**config.mk**
```make
export PLATFORM = sky130hd
export DESIGN_NAME = multicycle_alu
export DESIGN_NICKNAME = d
export VERILOG_FILES = /design/src/rtl/alu_pkg.sv /design/src/rtl/alu_iter_muldiv.sv /design/src/rtl/multicycle_alu.sv
export SDC_FILE = /design/constraint.sdc
export NUM_CORES = 1
export LEC_CHECK = 0
export CAP_MARGIN = 20
export CORE_MARGIN = 2
export CORE_UTILIZATION = 35
export DETAILED_ROUTE_END_ITERATION = 10
export PLACE_DENSITY_LB_ADDON = 0.12
export SETUP_SLACK_MARGIN = 0.15
export SLEW_MARGIN = 20
export SYNTH_ARGS = -nofsm -noshare
export SYNTH_HDL_FRONTEND = slang
export SYNTH_HIERARCHICAL = 1
export SYNTH_SLANG_ARGS = --single-unit
```
**constraint.sdc**
```tcl
create_clock -name clk -period 3.3 [get_ports clk]
set_input_delay 0.33 -clock clk [delete_from_list [all_inputs] [get_ports clk]]
set_output_delay 0.33 -clock clk [all_outputs]
set_load 0.02 [all_outputs]
```
**src/rtl/alu_pkg.sv**
```systemverilog
// Shared opcodes, handshake FSM encoding and opcode classification for multicycle_alu.
package alu_pkg;

  localparam logic [5:0] F_ADD   = 6'b000000;
  localparam logic [5:0] F_SUB   = 6'b000001;
  localparam logic [5:0] F_AND   = 6'b000010;
  localparam logic [5:0] F_OR    = 6'b000011;
  localparam logic [5:0] F_XOR   = 6'b000100;
  localparam logic [5:0] F_NOR   = 6'b000101;
  localparam logic [5:0] F_SLT   = 6'b000110;
  localparam logic [5:0] F_SLTU  = 6'b000111;
  localparam logic [5:0] F_SLL   = 6'b001000;
  localparam logic [5:0] F_SRL   = 6'b001001;
  localparam logic [5:0] F_SRA   = 6'b001010;
  localparam logic [5:0] F_MULTU = 6'b011000;
  localparam logic [5:0] F_DIVU  = 6'b011010;

  typedef enum logic [1:0] {
    IDLE = 2'd0,
    MUL  = 2'd1,
    DIV  = 2'd2,
    DONE = 2'd3
  } state_t;

  function automatic logic is_muldiv(input logic [5:0] f);
    return (f == F_MULTU) || (f == F_DIVU);
  endfunction

endpackage

```
**src/rtl/alu_iter_muldiv.sv**
```systemverilog
// Iterative unsigned shift-add multiplier / restoring divider sharing one WIDTH-step datapath.
// res_hi/res_lo carry the values written on the final step so the caller can register them on that edge.
module alu_iter_muldiv #(
  parameter int WIDTH = 32
) (
  input  logic             clk,
  input  logic             rst_n,
  input  logic             start,
  input  logic             div_mode,
  input  logic [WIDTH-1:0] a,
  input  logic [WIDTH-1:0] b,
  output logic             done,
  output logic [WIDTH-1:0] res_hi,
  output logic [WIDTH-1:0] res_lo
);

  localparam int CW = $clog2(WIDTH) + 1;

  logic             busy;
  logic             div_q;
  logic [CW-1:0]    cnt;
  logic [WIDTH-1:0] acc, mq, opb;
  logic [WIDTH-1:0] acc_nxt, mq_nxt;
  logic [WIDTH:0]   sum, shifted, diff;

  // acc holds the product high half / partial remainder, mq the multiplier / quotient
  always_comb begin
    sum     = {1'b0, acc} + {1'b0, opb};
    shifted = {acc, mq[WIDTH-1]};
    diff    = shifted - {1'b0, opb};
    acc_nxt = acc;
    mq_nxt  = mq;
    if (div_q) begin
      if (shifted >= {1'b0, opb}) begin
        acc_nxt = diff[WIDTH-1:0];
        mq_nxt  = {mq[WIDTH-2:0], 1'b1};
      end else begin
        acc_nxt = shifted[WIDTH-1:0];
        mq_nxt  = {mq[WIDTH-2:0], 1'b0};
      end
    end else if (mq[0]) begin
      {acc_nxt, mq_nxt} = {sum, mq[WIDTH-1:1]};
    end else begin
      {acc_nxt, mq_nxt} = {1'b0, acc, mq[WIDTH-1:1]};
    end
  end

  assign done   = busy && (cnt == CW'(1));
  assign res_hi = acc_nxt;
  assign res_lo = mq_nxt;

  // A zero divisor needs no special case: every step subtracts, so the quotient fills with ones
  // and the dividend shifts whole into the remainder.
  always_ff @(posedge clk or negedge rst_n) begin
    if (!rst_n) begin
      busy  <= 1'b0;
      div_q <= 1'b0;
      cnt   <= '0;
      acc   <= '0;
      mq    <= '0;
      opb   <= '0;
    end else if (start) begin
      busy  <= 1'b1;
      div_q <= div_mode;
      cnt   <= CW'(WIDTH);
      acc   <= '0;
      mq    <= a;
      opb   <= b;
    end else if (busy) begin
      acc <= acc_nxt;
      mq  <= mq_nxt;
      cnt <= cnt - CW'(1);
      if (cnt == CW'(1)) busy <= 1'b0;
    end
  end

endmodule

```
**src/rtl/multicycle_alu.sv**
```systemverilog
// Registered integer ALU with iterative MULTU/DIVU behind a valid/ready handshake;
// one operation in flight, results held until the consumer takes them.
module multicycle_alu
  import alu_pkg::*;
#(
  parameter int WIDTH   = 32,
  parameter int FUNCT_W = 6
) (
  input  logic               clk,
  input  logic               rst_n,
  input  logic               in_valid,
  output logic               in_ready,
  input  logic [WIDTH-1:0]   Src1,
  input  logic [WIDTH-1:0]   Src2,
  input  logic [FUNCT_W-1:0] Funct,
  output logic               out_valid,
  input  logic               out_ready,
  output logic [WIDTH-1:0]   ALU_result,
  output logic [WIDTH-1:0]   ALU_hi,
  output logic               ALU_Carry,
  output logic               Div_zero,
  output logic               Illegal
);

  localparam int SHW = $clog2(WIDTH);

  state_t             state, state_next;
  logic               accept, md_start, md_done;
  logic [WIDTH-1:0]   md_hi, md_lo;
  logic [WIDTH-1:0]   simple_res;
  logic               simple_carry, illegal_op, muldiv_op, multu_op;
  logic               b_zero_q;
  logic [SHW-1:0]     shamt;

  assign shamt = Src2[SHW-1:0];

  always_comb begin
    simple_res   = '0;
    simple_carry = 1'b0;
    illegal_op   = 1'b0;
    multu_op     = 1'b0;
    case (Funct)
      FUNCT_W'(F_ADD):   {simple_carry, simple_res} = {1'b0, Src1} + {1'b0, Src2};
      FUNCT_W'(F_SUB):   {simple_carry, simple_res} = {1'b0, Src1} + {1'b0, ~Src2} + (WIDTH+1)'(1);
      FUNCT_W'(F_AND):   simple_res = Src1 & Src2;
      FUNCT_W'(F_OR):    simple_res = Src1 | Src2;
      FUNCT_W'(F_XOR):   simple_res = Src1 ^ Src2;
      FUNCT_W'(F_NOR):   simple_res = ~(Src1 | Src2);
      FUNCT_W'(F_SLT):   simple_res = WIDTH'($signed(Src1) < $signed(Src2));
      FUNCT_W'(F_SLTU):  simple_res = WIDTH'(Src1 < Src2);
      FUNCT_W'(F_SLL):   simple_res = Src1 << shamt;
      FUNCT_W'(F_SRL):   simple_res = Src1 >> shamt;
      FUNCT_W'(F_SRA):   simple_res = $unsigned($signed(Src1) >>> shamt);
      FUNCT_W'(F_MULTU): multu_op = 1'b1;
      FUNCT_W'(F_DIVU):  multu_op = 1'b0;
      default:           illegal_op = 1'b1;
    endcase
  end

  // Only a code that matched the decode above reaches is_muldiv, so narrowing Funct is safe
  assign muldiv_op = !illegal_op && is_muldiv(6'(Funct));
  assign in_ready  = rst_n && ((state == IDLE) || (state == DONE && out_ready));
  assign accept    = in_valid && in_ready;
  assign md_start  = accept && muldiv_op;
  assign out_valid = (state == DONE);

  always_ff @(posedge clk or negedge rst_n) begin
    if (!rst_n) state <= IDLE;
    else        state <= state_next;
  end

  always_comb begin
    state_next = state;
    case (state)
      IDLE, DONE: begin
        if (accept) begin
          if (!muldiv_op)    state_next = DONE;
          else if (multu_op) state_next = MUL;
          else               state_next = DIV;
        end else if (state == DONE && out_ready) begin
          state_next = IDLE;
        end
      end
      MUL, DIV: if (md_done) state_next = DONE;
      default:  state_next = IDLE;
    endcase
  end

  alu_iter_muldiv #(.WIDTH(WIDTH)) u_muldiv (
    .clk      (clk),
    .rst_n    (rst_n),
    .start    (md_start),
    .div_mode (!multu_op),
    .a        (Src1),
    .b        (Src2),
    .done     (md_done),
    .res_hi   (md_hi),
    .res_lo   (md_lo)
  );

  // Every accept wipes the previous result and flags; iterative ops fill them in on their last step
  always_ff @(posedge clk or negedge rst_n) begin
    if (!rst_n) begin
      ALU_result <= '0;
      ALU_hi     <= '0;
      ALU_Carry  <= 1'b0;
      Div_zero   <= 1'b0;
      Illegal    <= 1'b0;
      b_zero_q   <= 1'b0;
    end else if (accept) begin
      ALU_result <= simple_res;
      ALU_hi     <= '0;
      ALU_Carry  <= simple_carry;
      Div_zero   <= 1'b0;
      Illegal    <= illegal_op;
      b_zero_q   <= (Src2 == '0);
    end else if (md_done) begin
      ALU_result <= md_lo;
      ALU_hi     <= md_hi;
      Div_zero   <= (state == DIV) && b_zero_q;
    end
  end

endmodule

```
==> results.yml, run 1 <==
worst_setup_path:
  crit_path_end_kind: "flip-flop"
  path_max_fanout: 3
  required_ns: 3.65
  critPathLaunchType: "flip-flop"
  critPathTopFamily: "compound AO/OA/AOI/OAI gates"
  cp_num_buf_inv: 2
  criticalPathCategory: "reg2reg"
  slowest_delay_ns: 0.40
  slowest_stage: "dfrtp_1"
  crit_arrival_ns: 3.51
  path_cells: "ha_2, fa_2, a211o_1, a211oi_2, buf_4, nand4bb_4, nand3_4, buf_6, a31oi_2, xnor2_1, a211oi_2, a31oi_2, mux2i_1, nor2_1"
routing:
  avgViaCountPerCell: 6.02
  wirelength_um: 110000
  drc: 0
  drt-initial-drc-count: 2285
  drtAntennaViolNets: 0
  via_count: 24642
  firstDrtPassIters: 6
  wire_per_inst_um: 26.9
layout:
  nNetsFinal: 3538
  drive_gt1_frac: 0.261
  stdcell_area_sq_um: 29100
  layout.cells.non_filler: 4094
  area_growth_pct: 34.6
  diodes: 0
  fillCellCount: 6070
  final_util: 0.475
synth:
  ys_ff_latch: 174
  synth_area_leaders: "dfrtp_1, ha_1, mux2i_1"
  syn_area_sq_um: 21600
  synthFlopType: "dfrtp_1"
  postSynth.asyncResetShare: 1.00
  synth_most_common_cell: "nor2_1"
  synth_commonest_cells: "nor2_1, nand2_1, o21ai_0"
  syn_nets: 3024
  synth_top_area_cell: "dfrtp_1"
  synth_edf_count: 0
  yosysWarnings: 6
  ys_types: 106
  synth_top_area_frac: 0.201
  ys_seq_area_frac: 0.201
  netlist_instances: 2777
  synth_area_per_cell_sq_um: 7.79
sta:
  slew_headroom: 0.343
  max_slew.worst_pin.slew_ns: 0.985
  final-max-slew-violation-count: 0
  setup_viol: 0
  period_share: 0.957
  hold_viol: 0
  tns_ns: 0
  period_needed_ns: 3.16
  fmax_mhz: 317
  skew_ns: 0.0191
  whs_ns: 0.0177
  rsz0062_at_grt: "true"
placement:
  gp_congestion: 0.995
  placed_cell_area_sq_um: 27400
  portBuffers: 142
  dpl.hpwl_um: 87200
  dp.cells: 4039
clock_network:
  ctsHoldBuffers: 0
  cts_buffers: 17
  root_buffer: "clkbuf_16"
  cts_buffer_depth: 2
  cts_tree: "done"
  clk-insertion-delay-late_ns: 0.49
  h-tree-depth: 4
  path_clk_slew_ns: 0.08
  clkSinkCount: 174
outcome:
  status: "finished, final reports clean"
pwr:
  p_per_area_nw_per_um2: 751
  vdd_drop_max_mv: 0.407
  p_leak_nw: 13.0
global_routing:
  grt_pass1_wl_um: 159000
  grt_use_total: 0.337
  antenna_found_initial: 2
  grt_max_degree: 73
  grt_pass1_vias: 24115
  overflow: 0
floorplanning:
  die-area_sq_um: 63800
  io_pins: 143
  core_area_sq_um: 61400
  die_w_um: 253
  die_height_um: 253
  start_util: 0.353
  std_cell_rows: 91
job:
  cap_violations: 0
hold_path:
  min_path_type: "in2async"
## per-stage QoR
stage / total power [mW] / setup WS, ns
final: 21.9 / 0.141
after floorplan: 12.0 / 0.104
after CTS: 20.6 / 0.130
after global placement: 17.7 / -0.599
after detailed placement: 17.9 / -0.577
after global routing: 23.2 / -0.0232
## area by class of cell
type / instances / area, sq um / share of cell area
multi-input cells: 2246 / 16700 / 0.574
flip-flops and latches: 174 / 4360 / 0.150
well taps: 790 / 988 / 0.0339
clock inverters: 12 / 180 / 0.00619
inverters: 159 / 609 / 0.0209
clock buffers: 20 / 467 / 0.0160
repair buffers: 693 / 5790 / 0.199
## layout by cell type, fill, tap and decap left out, types with 18 or more instances in the layout
cell type and instances:
o211ai_1 34, mux2i_1 130, nand2b_1 25, a21o_1 66
nand2_1 280, clkbuf_16 18, a211oi_1 51, nor2_1 281
a21oi_1 185, xor2_1 19, a22oi_1 25, o21a_1 20
nor4_1 23, a221oi_1 26, clkdlybuf4s50_1 135, xnor2_1 41
inv_1 153, dfrtp_1 169, buf_4 529, and3_1 32
ha_1 143, nor2b_1 21, mux2_2 35, a31oi_1 36
nand4_1 19, o21ai_0 205, a21oi_2 19, nand3_1 52
nor3_1 44, mux4_2 38
## state kept, by name, summed over array words and instances (netlist names)
| signal | flops |
|---|---|
| ALU_Carry | 1 |
| ALU_hi | 32 |
| ALU_result | 32 |
| Div_zero | 1 |
| Illegal | 1 |
| b_zero_q | 1 |
| state | 2 |
| u_muldiv/acc | 32 |
| u_muldiv/busy | 1 |
| u_muldiv/cnt | 6 |
| u_muldiv/div_q | 1 |
| u_muldiv/mq | 32 |
| u_muldiv/opb | 32 |
## routing by layer
layer | global-route usage | up-vias | wire length [um]
met4 | 0.146 | 0 | 5080
met1 | 0.435 | 12188 | 46500
met2 | 0.557 | 975 | 51300
li1 | - | 11286 | -
met3 | 0.0503 | 193 | 7220
met5 | 0 | - | 0
## worst reg2reg max path: stages (launching register included)
cell       delay (ns)
dfrtp_1          0.40
ha_2             0.20
fa_2             0.37
a211o_1          0.35
a211oi_2         0.20
buf_4            0.17
nand4bb_4        0.20
nand3_4          0.10
buf_6            0.16
a31oi_2          0.18
xnor2_1          0.12
a211oi_2         0.28
a31oi_2          0.09
mux2i_1          0.18
nor2_1           0.05
## where the power goes
group,switching (mW),internal (mW),total [mW]
logic,8.63,6.99,15.6
clock network,1.02,1.34,2.36
registers,0.811,3.08,3.89
## kinds of logic after synthesis
family | after synthesis | synth area share
buffers and inverters | 357 | 0.0707
xor gates and xnor gates | 62 | 0.0251
muxes | 217 | 0.133
AOI/OAI and AO/OA | 923 | 0.284
DFF | 174 | 0.201
adders and majority gates | 173 | 0.101
and+or+nand+nor | 871 | 0.184
## path summary, 6_finish.rpt
check	start	endpoint	slack, ns	depth (start not counted)
setup / recovery	u_muldiv/acc[0]	ALU_hi[21]	0.14	14
hold / removal	rst_n	ALU_hi[11]	0.02	2
setup reg to reg	u_muldiv/acc[0]	ALU_hi[21]	0.14	14
hold reg to reg	b_zero_q	b_zero_q	0.52	2
max in group asynchronous	rst_n	u_muldiv/acc[18]	1.98	3
min in group clk	Src2[1]	u_muldiv/opb[1]	0.26	4
## repair_timing
action,in CTS,in global routing
resized for setup,48,139
setup buffers,1,21
gates cloned,0,1
pin swaps,11,42
endpoints found under the setup margin,39,75
(Power assumes the default switching activity.)
==> run 2: changes to the inputs <==
--- a/config.mk
+++ b/config.mk
@@ -11,6 +11,7 @@
 export DETAILED_ROUTE_END_ITERATION = 10
 export PLACE_DENSITY_LB_ADDON = 0.12
 export SETUP_SLACK_MARGIN = 0.15
+export SKIP_CTS_REPAIR_TIMING = 1
 export SLEW_MARGIN = 20
 export SYNTH_ARGS = -nofsm -noshare
 export SYNTH_HDL_FRONTEND = slang
==> results.yml, run 2 (synthesis results as in run 1) <==
outcome:
  status: "finished, final reports clean"
routing:
  drtAntennaViolNets: 0
  drt-initial-drc-count: 2221
  firstDrtPassIters: 5
  wirelength_um: 110000
  via_count: 24583
  wire_per_inst_um: 26.9
  drc: 0
  avgViaCountPerCell: 6.01
layout:
  fillCellCount: 6088
  final_common_cell: "buf_4"
  final_util: 0.474
  drive_gt1_frac: 0.257
  area_growth_pct: 34.3
  stdcell_area_sq_um: 29100
  layout.cells.non_filler: 4091
  final_cell_mix: "buf_4, nor2_1, nand2_1"
  nNetsFinal: 3534
clock_network:
  h-tree-depth: 4
  clkSinkCount: 174
  root_buffer: "clkbuf_16"
  path_clk_slew_ns: 0.08
  cts_buffers: 17
  clk-insertion-delay-late_ns: 0.49
  cts_buffer_depth: 2
  cts_tree: "done"
global_routing:
  grt_pass1_wl_um: 159000
  grt_use_total: 0.336
  antenna_found_initial: 2
  grt_max_degree: 73
  grt_pass1_vias: 24104
  overflow: 0
floorplanning:
  start_util: 0.353
  io_pins: 143
  die_w_um: 253
  std_cell_rows: 91
  core_area_sq_um: 61400
  die-area_sq_um: 63800
  die_height_um: 253
hold_path:
  min_path_type: "in2async"
pwr:
  p_sw_frac: 0.479
  p_leak_nw: 12.9
  clkPwrFrac: 0.109
  internal-power_mw: 11.3
  pwr-share-comb: 0.712
  vdd_drop_max_mv: 0.408
  seq_power_share: 0.179
  p_per_area_nw_per_um2: 747
  power.switching_mw: 10.4
worst_setup_path:
  required_ns: 3.65
  criticalPathCategory: "reg2reg"
  path_max_fanout: 3
  slowest_delay_ns: 0.42
  crit_arrival_ns: 3.53
  critPathLaunchType: "flip-flop"
  crit_path_end_kind: "flip-flop"
  slowest_stage: "dfrtp_1"
  path_cells: "ha_4, fa_2, a211o_1, a211oi_2, buf_4, nand4bb_4, nand3_4, buf_6, a31oi_2, xnor2_1, a211oi_2, a31oi_2, mux2i_1, nor2_1"
sta:
  skew_ns: 0.0183
  rsz0062_at_grt: "true"
  period_needed_ns: 3.18
  max_slew.worst_pin.slew_ns: 0.980
  setup_viol: 0
  tns_ns: 0
  hold_viol: 0
  slew_headroom: 0.347
  fmax_mhz: 314
  whs_ns: 0.0100
  final-max-slew-violation-count: 0
  period_share: 0.964
placement:
  dp.cells: 4039
  dpl.hpwl_um: 87200
  placed_cell_area_sq_um: 27400
  portBuffers: 142
  gp_congestion: 0.995
job:
  cap_violations: 0
## run 2: cell type report
cell class	count	area (sq um)	share of cell area
Clock buffer	20	467	0.0161
Timing Repair Buffer	689	5760	0.198
Sequential cell	174	4360	0.150
Antenna cell	1	2.50	0.0000861
Inverter	159	609	0.0210
Tap cell	790	988	0.0340
Multi-Input combinational cell	2246	16700	0.574
Clock inverter	12	180	0.00620
## run 2: stage by stage
step,worst slack [ns],power [mW]
CTS,-0.201,20.3
global placement,-0.599,17.7
detailed placement,-0.577,17.9
global route,-0.00852,23.1
floorplan,0.104,12.0
finish,0.119,21.7
## run 2: layer usage
metal | GRT usage | wire [um]
met2 | 0.559 | 51700
met1 | 0.433 | 46700
met3 | 0.0503 | 6880
met4 | 0.144 | 4890
met5 | 0 | 0
## run 2: power groups by stage
stage | registers (mW) | clock network (mW) | logic, mW
after floorplan | 4.13 | 0 | 7.91
after CTS | 3.85 | 2.40 | 14.1
after global routing | 3.99 | 2.47 | 16.6
final | 3.89 | 2.36 | 15.5
after detailed placement | 3.89 | 0 | 14.0
after global placement | 3.86 | 0 | 13.9
## run 2: worst max-delay path, delay by kind of cell (launching register included)
family	cells	cell delay [ns]
buffers and inverters	2	0.34
DFF	1	0.42
AOI/OAI and AO/OA	5	1.04
xor gates and xnor gates	1	0.12
muxes	1	0.18
adders and majority gates	2	0.59
and+or+nand+nor	3	0.36
## run 2: worst paths after layout
kind                                 start              end  slack (ns)  depth (start not counted)
setup reg to reg           u_muldiv/acc[0]       ALU_hi[21]        0.12                         14
setup / recovery           u_muldiv/acc[0]       ALU_hi[21]        0.12                         14
hold / removal                       rst_n       ALU_hi[11]        0.01                          2
min in group clk                   Src2[1]  u_muldiv/opb[1]        0.25                          4
max in group asynchronous            rst_n       ALU_hi[29]        1.99                          3
hold reg to reg                    Illegal          Illegal        0.52                          1
